--- config.mk ---
export PLATFORM = sky130hd
export DESIGN_NAME = wb_regfile_sb
export DESIGN_NICKNAME = d
export VERILOG_FILES = /design/src/rtl/wb_regfile_sb.sv
export SDC_FILE = /design/constraint.sdc
export NUM_CORES = 1
export LEC_CHECK = 0
export BUFFER_PORTS_ARGS = -buffer_cell sky130_fd_sc_hd__clkbuf_2
export CELL_PAD_IN_SITES_DETAIL_PLACEMENT = 0
export CELL_PAD_IN_SITES_GLOBAL_PLACEMENT = 1
export CORE_MARGIN = 5
export CORE_UTILIZATION = 45
export CTS_CLUSTER_DIAMETER = 60
export DETAILED_ROUTE_END_ITERATION = 8
export GPL_ROUTABILITY_DRIVEN = 1
export HOLD_SLACK_MARGIN = 0.1
export PLACE_DENSITY_LB_ADDON = 0.3
export SYNTH_ARGS = -nofsm -noshare
export SYNTH_HDL_FRONTEND = slang
export SYNTH_SLANG_ARGS = --single-unit
--- constraint.sdc ---
create_clock -name clk -period 3.8 [get_ports clk]
set_input_delay 0 -clock clk [delete_from_list [all_inputs] [get_ports clk]]
set_output_delay 0 -clock clk [all_outputs]
set_load 0.05 [all_outputs]
--- src/rtl/wb_regfile_sb.sv ---
// wb_regfile_sb: write-back destination register file with a RAW scoreboard.
//   clk, rst             : single clock, synchronous active-high reset
//   wb_wr_en/addr/data   : write-back result landing in the register file
//   rd_addr_a/b          : decode read addresses
//   rd_data_a/b          : combinational read data, bypassed from a same-cycle write
//   iss_*                : instruction presented by decode (sources used, destination)
//   stall                : combinational decode hold (RAW hazard or full pending counter)
//   sb_err               : sticky flag, write-back seen for a register with nothing pending
module wb_regfile_sb #(
    parameter int unsigned DATA_W = 8,
    parameter int unsigned ADDR_W = 2,
    parameter int unsigned CNT_W  = 2
) (
    input  logic              clk,
    input  logic              rst,
    input  logic              wb_wr_en,
    input  logic [ADDR_W-1:0] wb_wr_addr,
    input  logic [DATA_W-1:0] wb_wr_data,
    input  logic [ADDR_W-1:0] rd_addr_a,
    input  logic [ADDR_W-1:0] rd_addr_b,
    output logic [DATA_W-1:0] rd_data_a,
    output logic [DATA_W-1:0] rd_data_b,
    input  logic              iss_valid,
    input  logic              iss_src_a_used,
    input  logic              iss_src_b_used,
    input  logic              iss_writes,
    input  logic [ADDR_W-1:0] iss_dst,
    output logic              stall,
    output logic              sb_err
);

    localparam int unsigned NREGS    = 1 << ADDR_W;
    localparam int unsigned MAX_PEND = (1 << CNT_W) - 1;

    logic [DATA_W-1:0] regs [NREGS];
    logic [CNT_W-1:0]  pend [NREGS];

    logic             byp_a;
    logic             byp_b;
    logic             haz_a;
    logic             haz_b;
    logic             full_d;
    logic             accepted;
    logic [NREGS-1:0] inc;
    logic [NREGS-1:0] dec;

    // Read ports with same-cycle write bypass
    always_comb begin
        byp_a     = wb_wr_en && (wb_wr_addr == rd_addr_a);
        byp_b     = wb_wr_en && (wb_wr_addr == rd_addr_b);
        rd_data_a = byp_a ? wb_wr_data : regs[rd_addr_a];
        rd_data_b = byp_b ? wb_wr_data : regs[rd_addr_b];
    end

    // Hazard and stall; a landing write clears the hazard only if it is the last one outstanding
    always_comb begin
        haz_a    = iss_src_a_used && (pend[rd_addr_a] != '0)
                   && !(byp_a && (pend[rd_addr_a] == CNT_W'(1)));
        haz_b    = iss_src_b_used && (pend[rd_addr_b] != '0)
                   && !(byp_b && (pend[rd_addr_b] == CNT_W'(1)));
        full_d   = iss_writes && (pend[iss_dst] == CNT_W'(MAX_PEND))
                   && !(wb_wr_en && (wb_wr_addr == iss_dst));
        stall    = iss_valid && (haz_a || haz_b || full_d);
        accepted = iss_valid && !stall && iss_writes;
    end

    // Per-register increment (accepted issue) and decrement (retiring write)
    always_comb begin
        inc = '0;
        dec = '0;
        for (int unsigned r = 0; r < NREGS; r++) begin
            inc[r] = accepted && (iss_dst == ADDR_W'(r));
            dec[r] = wb_wr_en && (wb_wr_addr == ADDR_W'(r)) && (pend[r] != '0);
        end
    end

    // Register array, pending counters and sticky error; reset wins over a same-cycle write
    always_ff @(posedge clk) begin
        if (rst) begin
            for (int unsigned r = 0; r < NREGS; r++) begin
                regs[r] <= '0;
                pend[r] <= '0;
            end
            sb_err <= 1'b0;
        end else begin
            if (wb_wr_en) begin
                regs[wb_wr_addr] <= wb_wr_data;
                if (pend[wb_wr_addr] == '0) begin
                    sb_err <= 1'b1;
                end
            end
            for (int unsigned r = 0; r < NREGS; r++) begin
                if (inc[r] && !dec[r]) begin
                    pend[r] <= pend[r] + CNT_W'(1);
                end else if (dec[r] && !inc[r]) begin
                    pend[r] <= pend[r] - CNT_W'(1);
                end
            end
        end
    end

endmodule

# Word-level counts from Yosys, hierarchy flattened
# Memory sizes are Yosys's and may differ from the RTL's.
# Index checks and enable logic that the tools add are counted.
dict set report word_totals {
  reg_bits 1
  in_bits 23
  out_inout_bits 18
  mem_count 2
  wordCells 136
  romBits 0
  ram_bits 40
  latch_bits 0
}
# memory depth word_bits rd rd_ports_with_merged_regs wr line_no
set mem_list {}
lappend mem_list {regs 4 8 2 0 4 35} ;# logic [DATA_W-1:0] regs [NREGS];
lappend mem_list {pend 4 2 8 0 4 36} ;# logic [CNT_W-1:0] pend [NREGS];
dict set report op_classes {
  n_eq_ne 12
  n_bitwise 8
  shifts 0
  reduce_logical 59
  n_mul 0
  muxes 46
  add_sub_neg 8
  n_div 0
  order_cmp 0
}
# cell count
set ops {}
lappend ops {{$logic_and 1x1->1} 34}
lappend ops {{$mux 1} 34}
lappend ops {{$mux 8} 3}
lappend ops {{$mux 2} 9}
lappend ops {{$logic_not 1->1} 12}
lappend ops {{$reduce_bool 2->1} 6}
lappend ops {{$eq 2x2->1 const B} 5}
lappend ops {{$add 2x1->2 const B} 4}
lappend ops {{$eq 2x1->1 const B} 4}
lappend ops {{$or 1x1->1} 8}
lappend ops {{$reduce_or 8->1} 1}
lappend ops {{$sub 2x1->2 const B} 4}
lappend ops {{$eq 2x2->1} 3}
lappend ops {{$logic_not 2->1} 3}
lappend ops {{$logic_or 1x1->1} 2}
lappend ops {{$reduce_and 2->1} 1}

# Logic depth before layout (Yosys ltp)
# Gate-level depths: netlist (run 1).
dict set report depth {
  word_depth 19
  depth_mapped 8
  ltp_nobuf 6
}

# Worst setup path after synthesis (run 1)
# OpenSTA, ideal clock, no wires.
dict set report synth_timing {
  path_type {register -> register}
  startpoint {memory pend[2][0]}
  endpoint {memory pend[0][0] (enable)}
  required_time_ns 3.500
  path_stages_with_launch 9
  path_slack_ns 1.149
  arrival_time_ns 2.350
  setup_ns 0.300
  period_less_slack_ns 2.651
  n_path_buf 2
  path_cell_list {edfxtp_1 > buf_6 > mux4_1 > o31a_1 > o21a_1 > or3_1 > buf_6 > or4_1 > nand3_1}
}
# element line_no
set synth_lines {}
lappend synth_lines {{from (decl)} 36}

==> results of run 1 <==
## power by group
group | leakage (uW) | internal (uW) | switching [uW]
Combinational | 0.000776 | 122 | 210
Sequential | 0.000404 | 531 | 21.9
Clock | 0.0000455 | 127 | 153
## registers in the layout, summed over array words and instances (netlist names)
register,count
pend,8
regs,32
sb_err,1
## kinds of logic after synthesis
| kind of cell | count (synthesis) | synth area share [%] |
|---|---|---|
| flops | 41 | 43.9 |
| fa+ha+maj | 1 | 0.450 |
| simple gates | 84 | 17.2 |
| mux | 42 | 26.5 |
| xor+xnor | 9 | 2.83 |
| compound gates | 18 | 4.63 |
| buf+inv | 27 | 4.50 |
## area by class of cell
cell class / instances / area, um^2 / share of cell area, %
well taps: 75 / 93.8 / 2.97
clock buffers: 5 / 68.8 / 2.18
inverters: 8 / 30.0 / 0.949
flip-flops and latches: 41 / 1220 / 38.6
multi-input cells: 154 / 1440 / 45.6
clock inverters: 3 / 17.5 / 0.554
repair buffers: 49 / 290 / 9.18
## worst min-delay path by stage
stage	start	to	slack, ns	cells after the start
after floorplan	wb_wr_data[0]	regs[0][0]	0.20	1
after global placement	wb_wr_data[1]	regs[2][1]	0.36	2
after detailed placement	wb_wr_data[3]	regs[0][3]	0.36	2
after CTS	iss_valid	pend[3][1]	0.16	3
after global routing	iss_valid	pend[3][1]	0.18	3
final	iss_valid	pend[3][1]	0.17	3
## metrics by stage
stage | std cells | util, %
finish | 335 | 53.1
global placement | 318 | 50.1
floorplan | 222 | -
CTS | 335 | 53.1
detailed placement | 318 | 50.1
global route | 335 | 53.1
## metal layers
layer  part of all wire (%)  vias to the layer above
li1                       -                      941
met1                     42                      974
met2                     51                       61
met3                    5.7                        6
met4                    1.3                        0
met5                      0                        -
## cells in the mapped netlist (3+ instances only)
| library cell | n |
|---|---|
| mux2_2 | 16 |
| inv_1 | 8 |
| or3_1 | 4 |
| nand4_1 | 3 |
| nor4_1 | 3 |
| nand2_1 | 8 |
| clkbuf_1 | 14 |
| a21oi_1 | 3 |
| edfxtp_1 | 40 |
| mux4_2 | 21 |
| nor3_1 | 5 |
| xor2_1 | 5 |
| and3_1 | 16 |
| xnor2_1 | 4 |
| or2_2 | 3 |
| nand3_1 | 9 |
| nor2_1 | 14 |
| and2_1 | 15 |
| mux2i_1 | 3 |
## worst register-to-register path: cells and delay by family, from the launching register on
family | cells | cell delay, ns
compound gates | 2 | 0.31
mux | 2 | 0.86
flops | 1 | 0.51
simple gates | 2 | 0.88
## timing repair
action | CTS | global route
endpoints found under the setup margin | 0 | 0
hold buffers | 9 | 0
endpoints found under the hold margin | 28 | 0
==> impl_results.md, run 1 <==
* Status: complete, no violations
* Most Crowded Layer GR: met2
* Post-synthesis sequential area ratio at between 40% and 50%
* Clk Latency, worst-skew pair at between 0.2 and 0.3 ns
* Root buffer cell: clkbuf_8
* Startpoint types: register
* TritonCTS buffer count at 5
* DR vias at approximately 2,000
* CTS Buffer Depth at 2
* Drt pass-1 iters at 5
* Data required time of the worst path at approximately 3.8 ns
* Post-CTS setup buffers at 0
* Vias in the first global route at approximately 2,000
* Global Route met2 Usage at a little under a third
* Post-Place Setup Slack at 0.959 ns
* Die Ht at between 80 and 90 um
* Fraction of registers with async set/reset at 0%
* Die area at just under 8000 um^2
* VDD IR-drop max at roughly 160 uV
* Fmax at ~0.35 GHz
* Arr. time, crit path at 2.85 ns
* Post-synth EDFFs at 40
* Setup TNS at 0 ns
* Cts repair resizes at 0
* Slew margin rel. at between 30% and 40%
* Vias per cell at slightly below 6
* Mapped Area at between 2000 and 3000 um^2
* Met3 Track Usage GR at 3.35%
* IO Count at 41
* RSZ-0062 raised after global routing: false
* Count of pins over their slew limit at 0
* Cell Pwr Density at around 370 nW/um^2
* H-tree depth at 2
* Routability cong. at between 0.8 and 0.9
* Initial DRC Count at ~140
* CP max stage delay at between 0.5 and 0.6 ns
* Antenna-violating nets left at 0
* Synth warn at 0
* Yosys cell types at 39
* First-pass GRT wire length at approximately 10,000 um
* R2R depth at 6
* Largest area contributor in the netlist: edfxtp_1
* Setup Viol. Count Final at 0
* Syn Area/Cell at 12.5 um^2
* FP Rows at 28
* Largest net degree at the start of global routing at 22
* GRT met1 Usage at a little under a quarter
* R2R setup slack at approximately 0.93 ns
* Critical-path cell list: mux4_1 -> o31a_1 -> o21a_1 -> or3_1 -> nor4b_4 -> mux2i_1
* Ys flop type: edfxtp_1
* Remaining global-route overflow at 0
* Worst path slowest cell: mux4_1
* Worst-margin pin slew at slightly below 1 ns
* Die W at ~90 um
* Clk_skew at roughly 0.0028 ns
* Initial core utilization at approximately 47%
* Final Critical Period at between 2 and 3 ns
* Crit path to: pend[1][0]
* DRC at 0
* Reg2reg start: pend[2][0]
* Crit Path Category: register to register
* Layout cells sized above 1 at a little over a third
* Final setup margin at approximately 0.93 ns
* Buf/Inv on CP at 0
* Leak pwr at 0.00123 uW
* Largest cells by area after synthesis: edfxtp_1, mux4_2, mux2_2
* Total GRT Usage at between 15 and 20%
* Cell Area, Placed at around 3000 um^2
* Post-synth top area share at between 40% and 50%
* Crit Path Max Fanout at 9
* Antenna Diode Count at 0
* # nets final at around 280
* Core area at roughly 6000 um^2
* Avg WL per Cell at roughly 20 um
* Hold WC Path Type: input port to register
* Top delay family on crit path: simple AND/OR/NAND/NOR gates
* Max cap viols at 0
* Clock Sinks at about 40
* Flops & latches, synth at 41
* CP startpoint: pend[2][0]
* TritonCTS clock tree: done
* Endpoint class of the critical path: register
* Levels on crit path at 6
* Total wire length at approximately 6500 um
* Commonest non-fill, non-tap cells in the layout: clkbuf_2, edfxtp_1, mux4_2, mux2_2, and3_1
* Area grow syn2layout at 13.7%
* CTS clk-pin slew, worst paths at 0.08 ns
* Reg2Reg Capture Point: pend[1][0]
* Initial antenna violation count at 0
* Final hold slack at between 0.15 and 0.2 ns
* Final Hold Viols at 0
* Final period util at ~75%
* Total power at 1160 uW
* DP HPWL at roughly 4600 um
* Syn_nets at between 200 and 250
* Port bufs at 40
* Post-Layout Inst Area at 3160 um^2
* Fillers at 540
* Syn Inst Count at roughly 220
(Power assumes the default switching activity.)
==> run 2: changes to the inputs <==
- ABC_AREA: unset -> 1
- CORE_UTILIZATION: 45 -> 38
- clock period: 3.8 -> 2.3 ns (I/O delays scaled with it)
==> run 2 against run 1 <==
Net effect:
- non-clock buffer count grew 6
- routed wire length up 18%
- maximum frequency grew 56%
- largest cell class unchanged
==> impl_results.md, run 2 <==
* Worst-margin pin slew at 0.525 ns (was 0.969 ns)
* Ys flop type: edfxtp_1 (unchanged)
* Count of pins over their slew limit at 0 (unchanged)
* Initial core utilization at 39.3% (was 46.7%)
* Switching power total at 717 uW (was 385 uW)
* Buf/Inv on CP at 2 (was 0)
* Clk_skew at 0.00200 ns (was 0.00280 ns)
* Leak pwr at 0.00156 uW (was 0.00123 uW)
* Final Critical Period at 1.84 ns (was 2.87 ns)
* Die W at 97.1 um (was 88.6 um)
* Post-synth EDFFs at 40 (unchanged)
* H-tree depth at 2 (unchanged)
* Total wire length at 7710 um (was 6550 um)
* Largest area contributor in the netlist: edfxtp_1 (unchanged)
* Met2 wire len at 3680 um (was 3340 um)
* Clock power share at 26.0% (was 24.0%)
* Largest regs: regs (32), pend (8), sb_err (1) (unchanged)
* Post-synthesis mux area share at 0% (was 26.5%)
* Cell with the most instances after synthesis: nand2_1 (was edfxtp_1)
* Post-synthesis xor/xnor area fraction at 0% (was 2.83%)
* Endpoint class of the critical path: register (unchanged)
* Adder-cell share of the synthesized area at 0.434% (was 0.450%)
* Remaining global-route overflow at 0 (unchanged)
* TritonCTS clock tree: done (unchanged)
* Worst path slowest cell: edfxtp_1 (was mux4_1)
* DP HPWL at 5720 um (was 4580 um)
* Vias per cell at 5.13 (was 5.92)
* Initial antenna violation count at 0 (unchanged)
* Initial DRC Count at 216 (was 136)
* Crit Path Category: register to register (unchanged)
* DRC at 0 (unchanged)
* CP dominant cell by count: nand2_1
* Area occupied by registers at 1220 um^2 (unchanged)
* CP max stage delay at 0.44 ns (was 0.55 ns)
* Final hold slack at 0.104 ns (was 0.168 ns)
* Syn_nets at 418 (was 246)
* Antenna Diode Count at 0 (unchanged)
* Port bufs at 40 (unchanged)
* Fmax at 0.543 GHz (was 0.349 GHz)
* Antenna-violating nets left at 0 (unchanged)
* Cell Pwr Density at 584 nW/um^2 (was 368 nW/um^2)
* Top routing layer used: met4 (unchanged)
* CTS Buffer Depth at 2 (unchanged)
* Routability cong. at 0.898 (was 0.837)
* Final Hold Viols at 0 (unchanged)
* Post-CTS Hold Fix Bufs at 8 (was 9)
* Clock Sinks at 41 (unchanged)
* Slew margin rel. at 64.9% (was 34.9%)
* Core area at 7330 um^2 (was 5960 um^2)
* Syn Inst Count at 394 (was 222)
* Syn Area/Cell at 7.31 um^2 (was 12.5 um^2)
* Avg WL per Cell at 14.3 um (was 19.5 um)
* Largest net degree at the start of global routing at 33 (was 22)
* Synth warn at 0 (unchanged)
* Layout cells sized above 1 at 16.4% (was 35.4%)
* Hold WC Path Type: input port to register (unchanged)
* Status: complete, no violations (unchanged)
* Post-CTS setup buffers at 0 (unchanged)
* Data required time of the worst path at 2.37 ns (was 3.79 ns)
* Met3 WL post-DR at 404 um (was 375 um)
* Fillers at 767 (was 540)
* M1 WL at 3530 um (was 2740 um)
* Max cap viols at 0 (unchanged)
* RSZ-0062 raised after global routing: false (unchanged)
* Largest register by flop count: regs (unchanged)
* Final period util at 80.0% (was 75.5%)
* Die area at 9420 um^2 (was 7850 um^2)
* TritonCTS buffer count at 5 (unchanged)
* Yosys cell types at 30 (was 39)
* Die Ht at 97.1 um (was 88.6 um)
* Combinational share of power at 28.1% (was 28.5%)
* CTS clk-pin slew, worst paths at 0.09 ns (was 0.08 ns)
* Startpoint types: register (unchanged)
* VDD IR-drop max at 233 uV (was 162 uV)
* Critical-path cell list: inv_1 -> nand2_1 -> nand3_1 -> nand2_1 -> nand2_1 -> nand2_1 -> nand2_2 -> nand2_4 -> nor2_8 -> nand3_1 -> nand2_1 -> o21ai_1 -> nand2_1 -> inv_1 (was mux4_1 -> o31a_1 -> o21a_1 -> or3_1 -> nor4b_4 -> mux2i_1)
* # nets final at 463 (was 283)
* Setup Viol. Count Final at 0 (unchanged)
* Power Internal at 1240 uW (was 780 uW)
* Flops & latches, synth at 41 (unchanged)
* Root buffer cell: clkbuf_8 (unchanged)
* Net Sw Frac at 36.5% (was 33.0%)
* Max FFs per register at 32 (unchanged)
* Mapped Area at 2880 um^2 (was 2780 um^2)
* Total GRT Usage at 16.8% (was 18.0%)
* DR vias at 2,763 (was 1,982)
* Crit Path Max Fanout at 8 (was 9)
* Top delay family on crit path: simple AND/OR/NAND/NOR gates (unchanged)
* Compound-gate portion of the synthesized area at 16.8% (was 4.63%)
* Largest family of logic cells by synthesized area: simple AND/OR/NAND/NOR gates (was multiplexers)
* Vias in the first global route at 2,627 (was 2,036)
* Multi-input gate area at 1360 um^2 (was 1440 um^2)
* Largest cells by area after synthesis: edfxtp_1, nand2_1, nor2_1 (was edfxtp_1, mux4_2, mux2_2)
* Drt pass-1 iters at 6 (was 5)
* Post-layout util at 45.8% (was 53.1%)
* Seq pwr share at 45.9% (was 47.5%)
* Synth top cells by count: nand2_1, nor2_1, inv_1 (was edfxtp_1, mux4_2, and3_1, mux2_2, and2_1)
* FP Rows at 31 (was 28)
* Simple-gate area share of the yosys netlist at 30.0% (was 17.2%)
* Setup TNS at 0 ns (unchanged)
* Area grow syn2layout at 16.5% (was 13.7%)
* Most common cell after layout, fill and taps aside: nand2_1
* IO Count at 41 (unchanged)
* Post-synthesis sequential area ratio at 42.4% (was 43.9%)
* Clk Latency, worst-skew pair at 0.30 ns (was 0.29 ns)
* Post-synth top area share at 41.7% (was 43.2%)
* Fraction of registers with async set/reset at 0% (unchanged)
* Commonest non-fill, non-tap cells in the layout: nand2_1, nor2_1, inv_1, clkbuf_2, edfxtp_1 (was clkbuf_2, edfxtp_1, mux4_2, mux2_2, and3_1)
* First-pass GRT wire length at 12,800 um (was 10,500 um)
* Arr. time, crit path at 1.91 ns (was 2.85 ns)
* Cts repair resizes at 0 (unchanged)
[run 2: changes by cell type in the layout (fill, tap and decap cells not counted), sizes merged, moves of 7 or more]
cell    change
nor2       +58
a21oi      +19
o211ai     +16
and2       -15
nand2      +82
mux2       -16
and3       -16
a31oi      +17
mux4       -23
buf         +7
nand3      +16
inv        +53
o21ai      +19
[run 2: final timing paths]
check | startpoint | end | slack [ns] | depth (start not counted)
max | pend[3][0] | pend[1][1] | 0.46 | 14
min | wb_wr_data[4] | regs[2][4] | 0.10 | 3
max reg2reg | pend[3][0] | pend[1][1] | 0.46 | 14
min reg2reg | sb_err | sb_err | 0.50 | 2
[run 2: cell type report]
| type | count | share of cell area, % |
|---|---|---|
| Timing Repair Buffer | 55 | 9.91 |
| Clock buffer | 5 | 2.05 |
| Multi-Input combinational cell | 276 | 40.5 |
| Clock inverter | 3 | 0.745 |
| Sequential cell | 41 | 36.4 |
| Tap cell | 99 | 3.69 |
| Inverter | 60 | 6.71 |
[run 2: layer usage]
| layer | track usage, % | vias up |
|---|---|---|
| li1 | - | 1399 |
| met3 | 2.58 | 9 |
| met4 | 4.32 | 0 |
| met5 | 0 | - |
| met1 | 22.2 | 1256 |
| met2 | 28.7 | 99 |
[run 2: logic make-up (layout without fill, tap and decap cells)]
family | count (synthesis) | count (layout)
AO/OA/AOI/OAI | 79 | 79
adder cells (fa/ha/maj) | 1 | 1
buffers and inverters | 77 | 123
flip-flops | 41 | 41
AND/OR/NAND/NOR | 196 | 196
[run 2: metrics by stage]
stage                     std cells  worst slack [ns]  total power, uW  instance area (um^2)
final                           539             0.460             1960                  3360
after floorplan                 394             0.691             1320                  2880
after global routing            539             0.246             2060                  3360
after global placement          523             0.474             1460                  3180
after CTS                       539             0.444             1970                  3360
after detailed placement        523             0.466             1460                  3180
[run 2: power by group through the flow]
| stage | clock (uW) | sequential [uW] | combinational (uW) |
|---|---|---|---|
| floorplan | 0 | 915 | 400 |
| global placement | 0 | 915 | 542 |
| detailed placement | 0 | 918 | 542 |
| CTS | 514 | 901 | 554 |
| global route | 545 | 908 | 604 |
| finish | 510 | 900 | 551 |
[run 2: tightest hold or removal path, cell delays in order]
cell	delay (ns)
clkbuf_2	0.12
inv_1	0.08
nor2_1	0.10
